===== config.mk =====
export PLATFORM = sky130hd
export DESIGN_NAME = router_ingress_arbiter
export DESIGN_NICKNAME = d
export VERILOG_FILES = /design/src/rtl/router_pkg.sv /design/src/rtl/rr_arbiter3.sv /design/src/rtl/router_ingress_arbiter.sv
export SDC_FILE = /design/constraint.sdc
export NUM_CORES = 1
export LEC_CHECK = 0
export CAP_MARGIN = 15
export CORE_MARGIN = 5
export CORE_UTILIZATION = 47
export CTS_CLUSTER_SIZE = 25
export DETAILED_ROUTE_END_ITERATION = 6
export HOLD_SLACK_MARGIN = 0.05
export PLACE_DENSITY = 0.8
export SETUP_SLACK_MARGIN = 0.3
export SYNTH_ARGS = -nofsm -noshare
export SYNTH_HDL_FRONTEND = slang
export SYNTH_SLANG_ARGS = --single-unit

===== constraint.sdc =====
create_clock -name clk -period 4.3 [get_ports clk]
set_input_delay 0.43 -clock clk [delete_from_list [all_inputs] [get_ports clk]]
set_output_delay 0.43 -clock clk [all_outputs]
set_load 0.02 [all_outputs]

===== src/rtl/router_pkg.sv =====
// Shared constants for the router ingress path: nibble width, output count and
// the sel encodings driven towards router_1x3_4bit.
package router_pkg;
   localparam int DATA_W  = 4;
   localparam int NUM_OUT = 3;
   localparam int SEL_W   = 2;

   localparam logic [SEL_W-1:0] OUT0        = 2'd0;
   localparam logic [SEL_W-1:0] OUT1        = 2'd1;
   localparam logic [SEL_W-1:0] OUT2        = 2'd2;
   localparam logic [SEL_W-1:0] SEL_INVALID = 2'b11;
endpackage


===== src/rtl/rr_arbiter3.sv =====
// Three-way round-robin grant: searches from the pointer and moves the pointer
// one past the winner whenever the winning request is actually taken.
module rr_arbiter3
   import router_pkg::*;
(
   input  logic       clk,
   input  logic       rst,
   input  logic [2:0] eligible,
   input  logic       advance,
   output logic [2:0] grant,
   output logic [1:0] grant_idx
);

   logic [1:0] ptr;
   logic [2:0] sum;
   logic [1:0] cand;
   logic       found;

   always_comb begin
      grant     = '0;
      grant_idx = ptr;
      found     = 1'b0;
      sum       = '0;
      cand      = '0;
      for (int k = 0; k < NUM_OUT; k++) begin
         sum = {1'b0, ptr} + 3'(k);
         if (sum >= 3'd3) sum = sum - 3'd3;
         cand = sum[1:0];
         if (!found && eligible[cand]) begin
            grant[cand] = 1'b1;
            grant_idx   = cand;
            found       = 1'b1;
         end
      end
      if (rst) grant = '0;
   end

   always_ff @(posedge clk or posedge rst) begin
      if (rst)
         ptr <= '0;
      else if (advance)
         ptr <= (grant_idx == 2'd2) ? 2'd0 : grant_idx + 2'd1;
   end

endmodule


===== src/rtl/router_ingress_arbiter.sv =====
// Credit-aware round-robin front end for the single ingress port of
// router_1x3_4bit; illegal destinations are swallowed and counted.
module router_ingress_arbiter
   import router_pkg::*;
#(
   parameter int DATA_W  = router_pkg::DATA_W,
   parameter int CREDITS = 4,
   parameter int CNT_W   = 8
) (
   input  logic                  clk,
   input  logic                  rst,
   input  logic [2:0]            req_valid,
   input  logic [3*DATA_W-1:0]   req_data,
   input  logic [5:0]            req_dest,
   output logic [2:0]            req_ready,
   input  logic [2:0]            credit_return,
   output logic [DATA_W-1:0]     router_data_in,
   output logic [1:0]            router_sel,
   output logic                  router_valid_in,
   output logic [2:0]            credit_empty,
   output logic [CNT_W-1:0]      drop_count,
   output logic                  credit_err
);

   localparam int                CRED_W   = 3;
   localparam logic [CRED_W-1:0] CRED_MAX = CRED_W'(CREDITS);

   function automatic logic [CNT_W-1:0] sat_inc(input logic [CNT_W-1:0] v);
      return (&v) ? v : v + 1'b1;
   endfunction

   logic [CRED_W-1:0] credit [NUM_OUT];
   logic [SEL_W-1:0]  dest   [NUM_OUT];
   logic [DATA_W-1:0] data   [NUM_OUT];
   logic [3:0]        has_credit;
   logic [2:0]        eligible;
   logic [2:0]        grant;
   logic [1:0]        grant_idx;
   logic              accept;
   logic              legal;
   logic [SEL_W-1:0]  g_dest;
   logic [DATA_W-1:0] g_data;
   logic [2:0]        dec;

   logic [DATA_W-1:0] data_p1;
   logic [SEL_W-1:0]  sel_p1;
   logic              vld_p1;
   logic [CNT_W-1:0]  drop_p1;
   logic              err_p1;

   // Request decode and eligibility (illegal destination never needs a credit)
   always_comb begin
      for (int i = 0; i < NUM_OUT; i++) begin
         dest[i]         = req_dest[2*i +: 2];
         data[i]         = req_data[DATA_W*i +: DATA_W];
         credit_empty[i] = (credit[i] == '0);
         has_credit[i]   = ~credit_empty[i];
      end
      has_credit[3] = 1'b1;
      for (int i = 0; i < NUM_OUT; i++)
         eligible[i] = req_valid[i] & has_credit[dest[i]];
   end

   rr_arbiter3 u_rr (
      .clk       (clk),
      .rst       (rst),
      .eligible  (eligible),
      .advance   (accept),
      .grant     (grant),
      .grant_idx (grant_idx)
   );

   always_comb begin
      case (grant_idx)
         2'd1:    begin g_dest = dest[1]; g_data = data[1]; end
         2'd2:    begin g_dest = dest[2]; g_data = data[2]; end
         default: begin g_dest = dest[0]; g_data = data[0]; end
      endcase
      accept = |grant;
      legal  = accept && (g_dest != SEL_INVALID);
      dec    = '0;
      for (int j = 0; j < NUM_OUT; j++)
         dec[j] = legal && (g_dest == SEL_W'(j));
   end

   assign req_ready = grant;

   // Stage p1: registered router drive, credits and drop statistics
   always_ff @(posedge clk or posedge rst) begin
      if (rst) begin
         data_p1 <= '0;
         sel_p1  <= '0;
         vld_p1  <= 1'b0;
         drop_p1 <= '0;
         err_p1  <= 1'b0;
         for (int j = 0; j < NUM_OUT; j++)
            credit[j] <= CRED_MAX;
      end else begin
         vld_p1 <= legal;
         if (legal) begin
            data_p1 <= g_data;
            sel_p1  <= g_dest;
         end
         if (accept && !legal)
            drop_p1 <= sat_inc(drop_p1);
         for (int j = 0; j < NUM_OUT; j++) begin
            if (dec[j] && !credit_return[j])
               credit[j] <= credit[j] - 1'b1;
            else if (credit_return[j] && !dec[j]) begin
               if (credit[j] == CRED_MAX)
                  err_p1 <= 1'b1;
               else
                  credit[j] <= credit[j] + 1'b1;
            end
         end
      end
   end

   assign router_data_in  = data_p1;
   assign router_sel      = sel_p1;
   assign router_valid_in = vld_p1;
   assign drop_count      = drop_p1;
   assign credit_err      = err_p1;

endmodule


==> impl_results.md <==
- Crit-path max FO: 4
- CP Launch Point: credit[4]
- Crit-path cells: or3_4 -> o21a_1 -> a21oi_2 -> or4b_4 -> nand2_4 -> nor2_4 -> a41o_1 -> ha_4 -> a22oi_2 -> nand2_2 -> o21ai_4 -> nor2_4 -> a21oi_4 -> nor2b_4 -> ha_4 -> inv_2 -> fa_2 -> nor3_2 -> a21oi_1 -> o21ai_1 -> o31ai_1
- Worst path bufs/invs: 1
- 1st-iter DRT viols: ~190
- Area Growth Syn to Fin: 64.2%
- Clock sinks: 27
- HPWL Detailed: about 5000 um
- Async SR Flop Fraction: 100%
- Storage cell area: a little under 700 um^2
- DR top layer: met4
- Largest net degree at the start of global routing: 18
- DRC errors left: 0
- Number of synthesized register bits: 27
- Die Ht: 79.8 um
- Setup Slack @ Placement: -418 ps
- Chip Width: 79.8 um
- Switching Fraction: 46.3%
- Avg Inst Size Synth: between 9 and 10 um^2
- Initial antenna violation count: 0
- Number of global-route vias before repair: 2513
- CTS root buffer: clkbuf_8
- Fmax: roughly 240 MHz
- Filler cell count: 279
- CTS Hold Bufs: 0
- Levels on crit path: 21
- Routed length per placed instance: approximately 17 um
- Register share of total power: around 14%
- # Max-Cap Violations: 0
- CP max stage cell: or4b_4
- Footprint of the multi-input gates: 1780 um^2
- Initial Util: 48.5%
- Antenna Cells: 0
- DR vias/cell: ~5.6
- GRT Resource Usage Total: a little under a quarter
- Sequential-to-total area share from yosys stat: between 20 and 30%
- PD cells: 976 nW/um^2
- Reg-to-reg endpoint: credit[5]
- Syn nets: 298
- WL met1: about 3300 um
- Worst Path Arrival: between 4000 and 5000 ps
- R2R Path Start: credit[4]
- Pwr Total: between 0.003 and 0.004 W
- CTS H-tree lvls: 1
- Startpoint Class: flip-flop
- Req. time, crit path: roughly 4500 ps
- Clock share of power: between 4 and 5%
- Final critical-path share of the clock period: a little over nine tenths
- Hold Crit Class: reg -> reg
- Full die area: around 6400 um^2
- Via count: 2471
- CP Capture Point: credit[5]
- Reg clk slew, reported paths: approximately 110 ps
- Delay-heaviest family, CP: simple AND/OR/NAND/NOR gates
- Tmin final: about 4100 ps
- Number of enable flip-flop cells after synthesis: 0
- FF-to-FF setup slack: about 190 ps
- Core Footprint: 4720 um^2
- DR pass1 iterations: 4
- Met2 wire length: 3790 um
- Ys Warns: 0
- Peak supply drop: between 0.6 and 0.7 mV
- Pleak: roughly 1.7 nW
- Hold Fails Final Rpt: 0
- Final Wtd Congestion: 0.871
- RSZ-0062 raised after global routing: true
- Yosys cell types: 56
- Skew final: roughly 12 ps
- Status: finished, final reports clean
- Dpl cells: 405
- Share of cells above drive strength 1: 40.4%
- R2R depth: 21
- Commonest non-fill, non-tap cells in the layout: buf_4 (70), clkdlybuf4s50_1 (44), inv_1 (27), dfrtp_1 (18), a21oi_1 (16)
- Endpoints failing setup: 0
- Ys flop type: dfrtp_1
- First-pass GRT wire length: ~12000 um
- Mapped Cells: about 250
- Post-route insts no fill: roughly 440
- Met3 WL: ~400 um
- IO Pins: 48
- Commonest non-fill, non-tap cell in the layout: buf_4
- Pint: approximately 0.0020 W
- GR Overflow Total: 0
- Clk buf depth: 2
- Clk_lat worst skew: 290 ps
- Fin nets: 419
- Final ANT Viol Nets: 0
- Combinational share of power: approximately four fifths
- Setup slack after layout: 188 ps
- Max stage delay on crit path: approximately 500 ps
- Row cnt: 25
- Clock buffer count from CTS: 3
- Net Sw Power: approximately 0.0017 W
- Final wirelength: about 7600 um
- Tightest Pin Transition: between 600 and 700 ps
- Port bufs: 47
- Crit Path Class: reg -> reg
- Slew Viols, Final: 0
- Max_slew headroom: a little under three fifths
- Synth Cell Area: roughly 2300 um^2
- Worst setup EP type: flip-flop
- CTS tree: yes
[cell usage after synthesis, types with 5 or more instances]
cell type  instances  share of area (%)
xor2_1            10                3.8
a22oi_1            7                2.3
a211oi_1           5                1.6
ha_1              15                8.2
dfrtp_1           24                 26
a21oi_1           19                4.2
nor2_1            19                3.1
nand2_1           13                2.1
o21a_1             6                2.0
nor3_1             6                1.3
inv_1             30                4.9
nand2b_1           6                1.6
nand3_1            5                1.1
o21ai_0           13                2.8
[final cells by class]
cell class / instances / area share, %
multi-input cells: 191 / 47.2
repair buffers: 122 / 28.0
flip-flops and latches: 27 / 18.3
inverters: 30 / 3.00
well taps: 67 / 2.23
clock buffers: 3 / 1.10
clock inverters: 1 / 0.200
[sequential cells by signal, indices dropped and copies added (netlist names)]
signal	count
credit_err	1
drop_count	8
router_valid_in	1
u_rr.ptr	2
router_data_in	4
router_sel	2
credit	9
[worst min-delay path by stage]
stage / start / end / slack, ps / cells past startpoint
final: drop_count[7] / drop_count[7] / 510 / 1
after global routing: drop_count[7] / drop_count[7] / 540 / 1
after CTS: drop_count[7] / drop_count[7] / 510 / 1
after detailed placement: drop_count[7] / drop_count[7] / 490 / 1
after global placement: credit_err / credit_err / 480 / 2
after floorplan: credit[5] / credit[5] / 510 / 2
[worst register-to-register path: stages, from the launching register on]
cell	delay [ps]
dfrtp_2	420
or3_4	400
o21a_1	210
a21oi_2	180
or4b_4	510
nand2_4	110
nor2_4	50
a41o_1	250
ha_4	190
a22oi_2	160
nand2_2	90
o21ai_4	90
nor2_4	80
a21oi_4	150
nor2b_4	180
ha_4	150
inv_2	40
fa_2	380
nor3_2	170
a21oi_1	60
o21ai_1	130
o31ai_1	90
[logic make-up (layout without fill, tap and decap cells)]
| logic type | Yosys count | count (layout) | synth area share (%) |
|---|---|---|---|
| flops | 27 | 27 | 29.7 |
| mux | 9 | 9 | 4.81 |
| fa+ha+maj | 18 | 18 | 10.8 |
| xor+xnor | 10 | 10 | 3.82 |
| buf+inv | 36 | 156 | 7.21 |
| compound gates | 84 | 84 | 27.4 |
| simple gates | 70 | 70 | 16.3 |
[power by group through the flow]
stage / sequential [W] / clock, W / combinational (W)
floorplan: 0.000535 / 0 / 0.00153
global placement: 0.000514 / 0 / 0.00223
detailed placement: 0.000519 / 0 / 0.00228
CTS: 0.000493 / 0.000154 / 0.00267
global route: 0.000526 / 0.000165 / 0.00322
finish: 0.000512 / 0.000157 / 0.00300
[repair_timing]
item	CTS	global route
gates resized for setup	31	26
pin swaps	24	17
setup endpoints to repair	16	19
buffers inserted	21	11
[routing by layer]
| metal | GRT usage [%] | vias to the layer above |
|---|---|---|
| li1 | - | 1169 |
| met2 | 40.4 | 93 |
| met1 | 28.8 | 1198 |
| met3 | 3.27 | 11 |
| met5 | 0 | - |
| met4 | 7.94 | 0 |
[stage by stage]
step	cell area (um^2)	util, %	hold WS (ps)	setup TNS, ps
after CTS	3570	75.6	505	0
after global placement	3230	68.5	478	-1050
after global routing	3760	79.6	544	0
final	3760	79.6	508	0
after floorplan	2420	-	510	0
after detailed placement	3230	68.5	491	-2490
Power figures use the tool's default switching activity.
